[src/rtl/beta_pkg.sv]
// Shared definitions for the Beta instruction-fetch stage: PC-select codes,
// default vectors, fetch FSM states and the supervisor-preserving PC increment.
package beta_pkg;

    typedef enum logic [2:0] {
        PCSEL_INC   = 3'd0,
        PCSEL_BR    = 3'd1,
        PCSEL_JMP   = 3'd2,
        PCSEL_ILLOP = 3'd3,
        PCSEL_XADR  = 3'd4
    } pc_sel_e;

    localparam logic [31:0] DEFAULT_RESET_VEC = 32'h8000_0000;
    localparam logic [31:0] DEFAULT_ILLOP_VEC = 32'h8000_0004;
    localparam logic [31:0] DEFAULT_XADR_VEC  = 32'h8000_0008;

    typedef enum logic {
        FETCH_REQ  = 1'b0,
        FETCH_HOLD = 1'b1
    } fetch_state_e;

    // Bit 31 is the supervisor flag; only the address bits below it advance.
    function automatic logic [31:0] beta_plus4(input logic [31:0] pc);
        beta_plus4 = {pc[31], pc[30:0] + 31'd4};
    endfunction

endpackage

[src/rtl/beta_pc_next.sv]
// Combinational next-PC selection for the Beta fetch stage, including the
// user-mode interrupt override and the JMP supervisor-bit clamp.
module beta_pc_next
    import beta_pkg::*;
#(
    parameter logic [31:0] ILLOP_VEC = DEFAULT_ILLOP_VEC,
    parameter logic [31:0] XADR_VEC  = DEFAULT_XADR_VEC
) (
    input  logic [31:0] pc,
    input  logic [15:0] lit,
    input  logic [31:0] ra_data,
    input  logic [2:0]  pc_sel,
    input  logic        irq,
    output logic [31:0] next_pc
);

    logic [31:0] pc_inc;
    logic [30:0] br_offset;
    logic [30:0] br_sum;
    logic [31:0] br_target;
    logic [31:0] jmp_target;
    logic [31:0] sel_target;

    assign pc_inc    = beta_plus4(pc);
    assign br_offset = {{13{lit[15]}}, lit, 2'b00};
    assign br_sum    = pc_inc[30:0] + br_offset;
    assign br_target = {pc[31], br_sum};

    // A jump may drop out of supervisor mode but never enter it.
    assign jmp_target = {ra_data[31] & pc[31], ra_data[30:0]} & 32'hFFFF_FFFC;

    always_comb begin
        sel_target = ILLOP_VEC;
        case (pc_sel)
            PCSEL_INC:  sel_target = pc_inc;
            PCSEL_BR:   sel_target = br_target;
            PCSEL_JMP:  sel_target = jmp_target;
            PCSEL_XADR: sel_target = XADR_VEC;
            default:    sel_target = ILLOP_VEC;
        endcase
    end

    assign next_pc = (irq && !pc[31]) ? (XADR_VEC & 32'hFFFF_FFFC)
                                      : (sel_target & 32'hFFFF_FFFC);

endmodule

[src/rtl/beta_fetch.sv]
// Beta instruction fetch: two-state REQ/HOLD handshake between instruction
// memory and the execute stage, owning the PC and instruction register.
module beta_fetch
    import beta_pkg::*;
#(
    parameter logic [31:0] RESET_VEC = DEFAULT_RESET_VEC,
    parameter logic [31:0] ILLOP_VEC = DEFAULT_ILLOP_VEC,
    parameter logic [31:0] XADR_VEC  = DEFAULT_XADR_VEC
) (
    input  logic        clk,
    input  logic        reset,
    output logic        imem_req,
    output logic [31:0] imem_addr,
    input  logic        imem_ack,
    input  logic [31:0] imem_rdata,
    output logic [31:0] ir,
    output logic [5:0]  opcode,
    output logic        ir_valid,
    input  logic        ir_ready,
    input  logic [2:0]  pc_sel,
    input  logic [31:0] ra_data,
    input  logic        irq,
    output logic [31:0] pc,
    output logic [31:0] pc_plus4
);

    fetch_state_e state_reg, state_next;
    logic [31:0]  pc_reg, pc_next;
    logic [31:0]  ir_reg, ir_next;
    logic [31:0]  target_pc;

    beta_pc_next #(
        .ILLOP_VEC (ILLOP_VEC),
        .XADR_VEC  (XADR_VEC)
    ) u_pc_next (
        .pc      (pc_reg),
        .lit     (ir_reg[15:0]),
        .ra_data (ra_data),
        .pc_sel  (pc_sel),
        .irq     (irq),
        .next_pc (target_pc)
    );

    always_ff @(posedge clk) begin
        if (reset) begin
            state_reg <= FETCH_REQ;
            pc_reg    <= RESET_VEC & 32'hFFFF_FFFC;
            ir_reg    <= 32'h0;
        end else begin
            state_reg <= state_next;
            pc_reg    <= pc_next;
            ir_reg    <= ir_next;
        end
    end

    // ack in HOLD and ir_ready in REQ fall through to the defaults.
    always_comb begin
        state_next = state_reg;
        pc_next    = pc_reg;
        ir_next    = ir_reg;
        case (state_reg)
            FETCH_REQ: begin
                if (imem_ack) begin
                    ir_next    = imem_rdata;
                    state_next = FETCH_HOLD;
                end
            end
            FETCH_HOLD: begin
                if (ir_ready) begin
                    pc_next    = target_pc;
                    state_next = FETCH_REQ;
                end
            end
            default: state_next = FETCH_REQ;
        endcase
    end

    // Handshake outputs are forced low while reset is held.
    assign imem_req  = (state_reg == FETCH_REQ) && !reset;
    assign ir_valid  = (state_reg == FETCH_HOLD) && !reset;
    assign imem_addr = pc_reg;
    assign pc        = pc_reg;
    assign pc_plus4  = beta_plus4(pc_reg);
    assign ir        = ir_reg;
    assign opcode    = ir_reg[31:26];

endmodule
[config.mk]
export PLATFORM = sky130hd
export DESIGN_NAME = beta_fetch
export DESIGN_NICKNAME = d
export VERILOG_FILES = /design/src/rtl/beta_pkg.sv /design/src/rtl/beta_pc_next.sv /design/src/rtl/beta_fetch.sv
export SDC_FILE = /design/constraint.sdc
export NUM_CORES = 1
export LEC_CHECK = 0
export BUFFER_PORTS_ARGS = -buffer_cell sky130_fd_sc_hd__buf_2
export CORE_MARGIN = 5
export CORE_UTILIZATION = 45
export DETAILED_ROUTE_END_ITERATION = 10
export GPL_TIMING_DRIVEN = 1
export PLACE_DENSITY = 0.86
export SETUP_SLACK_MARGIN = 0.3
export SYNTH_ARGS = -nofsm -noshare
export SYNTH_HDL_FRONTEND = slang
export SYNTH_SLANG_ARGS = --single-unit
[constraint.sdc]
create_clock -name clk -period 5 [get_ports clk]
set_clock_uncertainty 0.15 [all_clocks]
set_input_delay 0.25 -clock clk [delete_from_list [all_inputs] [get_ports clk]]
set_output_delay 0.25 -clock clk [all_outputs]
set_load 0.01 [all_outputs]
== After elaboration in Yosys (flattened, before gate mapping) ==
Index checks and enable logic that the tools add are counted.
W data, S select, Z words.

* Eq/ne operators: 5
* Add/sub/neg operators: 2
* Mux-type cells: 5
* Bitwise logic cells: 2
* Reductions and logical operators: 9

{| class="wikitable"
|+ Operators by type and width
! cell !! number
|-
| $pmux W32 S4 || 1
|-
| $mux W32 || 1
|-
| $add A31 B3 Y31 const B || 1
|-
| $add A31 B31 Y31 || 1
|-
| $ne A2 B1 Y1 const B || 2
|-
| $reduce_and A2 Y1 || 2
|-
| $reduce_and A4 Y1 || 1
|-
| $eq A3 B1 Y1 const B || 1
|-
| $eq A3 B2 Y1 const B || 1
|-
| $eq A3 B3 Y1 const B || 1
|-
| $logic_and A1 B1 Y1 || 3
|-
| $logic_not A3 Y1 || 1
|-
| $logic_not A1 Y1 || 2
|-
| $mux W1 || 2
|-
| $pmux W1 S2 || 1
|-
| $and A1 B1 Y1 || 1
|-
| $not A1 Y1 || 1
|}

* Flip-flop bits (word level): 65
* Word-level logic and storage cells: 27
* Output and inout bits: 136

== Depth between registers and ports, before layout ==
* Depth in word-level cells: 4
* Mapped depth: 14
* Mapped depth without buffers: 13

== Cells and area by module ==
A second synthesis with hierarchy kept.

* Cell total of the unflattened synthesis: 817
* Area total of the unflattened synthesis: 5,974.5 um^2

{| class="wikitable"
|+ Modules (own cells, without submodules)
! module !! seq. area each (um^2) !! area each (um^2) !! cells an instance !! instances
|-
| beta_fetch || 1,301.2 || 3,076.7 || 401 || 1
|-
| beta_pc_next || 0.0 || 2,897.8 || 416 || 1
|}

== Least setup slack after synthesis ==
Ideal clock, no wire load.

* Kind: reg2reg
* Start: reg pc_reg[16] (netlist: imem_addr[16])
* End: reg pc_reg[28] (netlist: imem_addr[28])
* Cell stages (with the launch flop): 15
* Setup time: 0.127 ns
* Path slack: 0.983 ns
* Arrival time: 3.740 ns
* Path buffers: 1
* Clock period less this slack: 4.017 ns
* Cell sequence: dfxtp_1 nand4_1 or2_2 nor4_4 nand4_1 xnor2_1 ha_1 clkbuf_1 a21o_1 a21o_1 a21oi_1 mux2i_1 a222oi_1 a21bo_2 or3_1

* Cells in the longest elaborated chain, start to end: 4

{| class="wikitable"
|+ Ends and longest elaborated chain
! what !! RTL line !! source
|-
| from (decl) || beta_fetch.sv:28 || <nowiki>logic [31:0] pc_reg, pc_next;</nowiki>
|-
| from (signal assigned) || beta_fetch.sv:47 || <nowiki>pc_reg <= RESET_VEC & 32'hFFFF_FFFC;</nowiki>
|-
| from (signal assigned) || beta_fetch.sv:51 || <nowiki>pc_reg <= pc_next;</nowiki>
|-
| $add A31 B3 Y31 || - ||
|-
| via pc_plus4[25] || beta_fetch.sv:24 || <nowiki>output logic [31:0] pc_plus4</nowiki>
|-
| $add A31 B31 Y31 || beta_pc_next.sv:26 || <nowiki>assign br_sum = pc_inc[30:0] + br_offset;</nowiki>
|-
| $pmux W32 S4 || beta_pc_next.sv:34 || <nowiki>case (pc_sel)</nowiki>
|-
| $mux W32 || beta_pc_next.sv:43 || <nowiki>assign next_pc = (irq && !pc[31]) ? (XADR_VEC & 32'hFFFF_FFFC)</nowiki>
|}

The timed path passes the listed nets, and every way through them passes these cells.
A chain may end at the register's enable or synchronous reset.

== Worst setup path in the final report ==
* Start: reg pc_reg[16] (netlist: imem_addr[16])
* End: reg pc_reg[29] (netlist: imem_addr[29])

* Cells in the longest elaborated chain, start to end: 4

{| class="wikitable"
|+ Ends and longest elaborated chain
! what !! RTL line !! source
|-
| $add A31 B3 Y31 (*) || beta_pkg.sv:24 || <nowiki>beta_plus4 = {pc[31], pc[30:0] + 31'd4};</nowiki>
|-
| $add A31 B31 Y31 || beta_pc_next.sv:26 ||
|-
| $pmux W32 S4 (*) || beta_pc_next.sv:34 ||
|-
| $mux W32 (*) || beta_pc_next.sv:43 ||
|}

Mark *: on every way between the ends. The rest lies on a longest branch, timed or not.

==> flow_summary.json <==
{
  "rr_worst_depth": 12,
  "drt_pass1_iterations": 9,
  "synth.most_common_cell": "nand2_1",
  "grt_pass1_wl_mm": 27.43,
  "crit_start": "imem_addr[16]$_SDFFE_PP0P_",
  "drt_first_iter_violations": 481,
  "path_class": "flip-flop to flip-flop",
  "fin_crit_sh_pct": 83.17,
  "via_count": 5899,
  "ant_nets": 0,
  "grt_antenna_before_repair": 0,
  "io_pins": 208,
  "synth_top_area_share_pct": 24.14,
  "synthCells": 688,
  "crit_fanout": 8,
  "rows": 39,
  "r2r-end": "imem_addr[29]$_SDFFE_PP0P_",
  "cp.arrival_ps": 4290,
  "post_drt_wl_per_cell_um": 17.48,
  "synth_edf_count": 0,
  "cts_tree": "yes",
  "syn_area_sq_um": 5224,
  "rsz0062_at_grt": "no",
  "cts_sinks": 63,
  "cts_max_level": 3,
  "synth_cell_types": 67,
  "via_per_inst": 5.929,
  "endpoint": "imem_addr[29]$_SDFFE_PP0P_",
  "synth_common_cells": "nand2_1 (106), a21oi_1 (66), dfxtp_1 (63)",
  "worst-slew-pin-transition_ps": 968.0,
  "min_path_type": "input pin to flip-flop",
  "leakage_nw": 3.130,
  "place_hpwl_mm": 13.07,
  "die_area_sq_um": 13860,
  "yosys-top-cells-area": "dfxtp_1 (24%), ha_1 (8.1%), nand2_1 (7.6%), a21oi_1 (6.3%), buf_4 (6.2%)",
  "nNetsFinal": 954,
  "initial_core_util_pct": 45.75,
  "grt_start_max_net_pins": 43,
  "largest_reg_flops": 32,
  "synthArstFlopShare_pct": 0,
  "die_w_um": 117.7,
  "endpoint_kind": "flip-flop",
  "ys_ff_latch": 63,
  "startpoint_type": "flip-flop",
  "cts_buffer_depth": 2,
  "yosysTopAreaCell": "dfxtp_1",
  "crit_required_ps": 5130,
  "synth_seq_area_share_pct": 24.14,
  "slew_violations": 0,
  "vdd_ir_drop_max_mv": 0.2595,
  "tns_ps": 0,
  "fmax_mhz": 240.5,
  "maxUsedRoutingLayer": "met4",
  "route.met3.wl_mm": 1.849,
  "fin_util_pct": 56.65,
  "synthFlopType": "dfxtp_1",
  "yosysWarningCount": 0,
  "first_global_vias": 5483,
  "core_sq_um": 11420,
  "wl_mm": 17.39,
  "die_h_um": 117.7,
  "cts_buffers": 9,
  "wl_met2_mm": 7.791,
  "drive_gt1_share_pct": 27.58,
  "avgSynthCellArea_sq_um": 7.593,
  "syn_to_final_growth_pct": 23.83,
  "port_buffers": 199,
  "slew_headroom_pct": 35.23,
  "hold_viol_final": 0,
  "status": "finished clean",
  "setup_viol": 0,
  "cts_resized": 0,
  "cts-root-buf": "clkbuf_16",
  "maxCapViolations": 0,
  "min_period_ps": 4158,
  "cts.clk_slew.worst_paths_ps": 60,
  "clk_latency_ps": 340,
  "power.density_nw_per_um2": 222.3,
  "r2r-start": "imem_addr[16]$_SDFFE_PP0P_",
  "wl_met1_mm": 7.105,
  "diodes": 0,
  "overflow": 0,
  "place_congestion": 0.9108,
  "r2r_slack_ps": 840,
  "drc": 0,
  "grt_usage_pct": 23.66
}
## power by group
group / leakage (nW) / switching, W / internal [W] / total [W]
registers: 0.513 / 0.0000222 / 0.000521 / 0.000543
logic: 2.47 / 0.000134 / 0.0000964 / 0.000230
clock network: 0.145 / 0.000262 / 0.000402 / 0.000664
## metrics by stage
stage | instance area, sq um | hold WS, ps | power, W | cells | worst slack [ps]
final | 6469 | 4.804 | 0.001438 | 995 | 841.7
after global routing | 6469 | 3.509 | 0.001489 | 995 | 512.9
after CTS | 6469 | 0.7767 | 0.001436 | 995 | 902.8
after detailed placement | 6002 | 293.0 | 0.0007677 | 963 | 921.5
after global placement | 6002 | 288.1 | 0.0007643 | 963 | 991.1
after floorplan | 5243 | 215.8 | 0.0006887 | 693 | 982.6
## routing by layer
metal	track usage (%)	vias to the layer above
li1	-	2784
met1	31.25	2678
met2	37.16	373
met3	5.094	64
met4	10.18	0
met5	0	-
## final cells by class
type,instances,area [sq um]
clock buffers,10,239.0
multi-input cells,540,3480
clock inverters,6,67.56
repair buffers,220,1194
inverters,13,48.80
flip-flops and latches,63,1261
well taps,143,178.9
fillers,1031,4950
## timing repair
item | in CTS | in global routing
hold endpoints to repair | 16 | 0
hold buffers | 16 | 0
setup buffers | 0 | 0
## worst max-delay path, stage by stage (launching register included)
cell	delay, ps
dfxtp_1	460
nand4_1	160
or2_2	380
nor4_2	590
nand3_1	170
xnor2_1	310
ha_1	390
a21oi_1	200
o21ai_0	220
a2111oi_0	420
o21ai_0	170
or3_1	390
nand3_1	80
## placed cells by master, fill, tap and decap left out, types with 5 or more instances in the layout
cell type,n
buf_2,199
nand2_1,106
a21oi_1,66
dfxtp_1,63
nor2_1,38
o21ai_0,34
ha_1,34
xnor2_1,32
nor3_1,17
a21o_1,16
dlygate4sd3_1,16
xor2_1,14
nand3_1,14
inv_1,13
nand4_1,13
a22oi_1,10
o21a_1,9
clkbuf_16,9
and4_1,7
nor4_1,7
a211oi_1,7
nor2b_1,6
nand2b_1,6
o31ai_1,6
a222oi_1,6
conb_1,6
o211ai_1,5
mux2i_1,5
a31oi_1,5
a22o_1,5
buf_4,5
## cell families (layout without fill, tap and decap cells)
group           count (synthesis)  in the layout  share of synthesized area (%)
compound gates                204            204                          25.51
xor+xnor                       47             47                          8.024
fa+ha+maj                      36             36                          8.719
buf+inv                        90            249                          9.653
flops                          63             63                          24.14
mux                             6              6                          1.174
other cells                     1              6                        0.07179
simple gates                  241            241                          22.71
## worst min-delay path by stage
stage,from,endpoint,slack (ps),cells past startpoint
finish,imem_ack,state_reg$_SDFF_PP0_,5,3
global route,imem_rdata[30],ir[30]$_SDFFE_PP0P_,4,3
CTS,imem_ack,state_reg$_SDFF_PP0_,0.8,3
detailed placement,ir[16]$_SDFFE_PP0P_,ir[16]$_SDFFE_PP0P_,290,2
global placement,ir[22]$_SDFFE_PP0P_,ir[22]$_SDFFE_PP0P_,290,2
floorplan,imem_ack,state_reg$_SDFF_PP0_,220,2
Note: power is estimated with default switching activity, not from simulation.
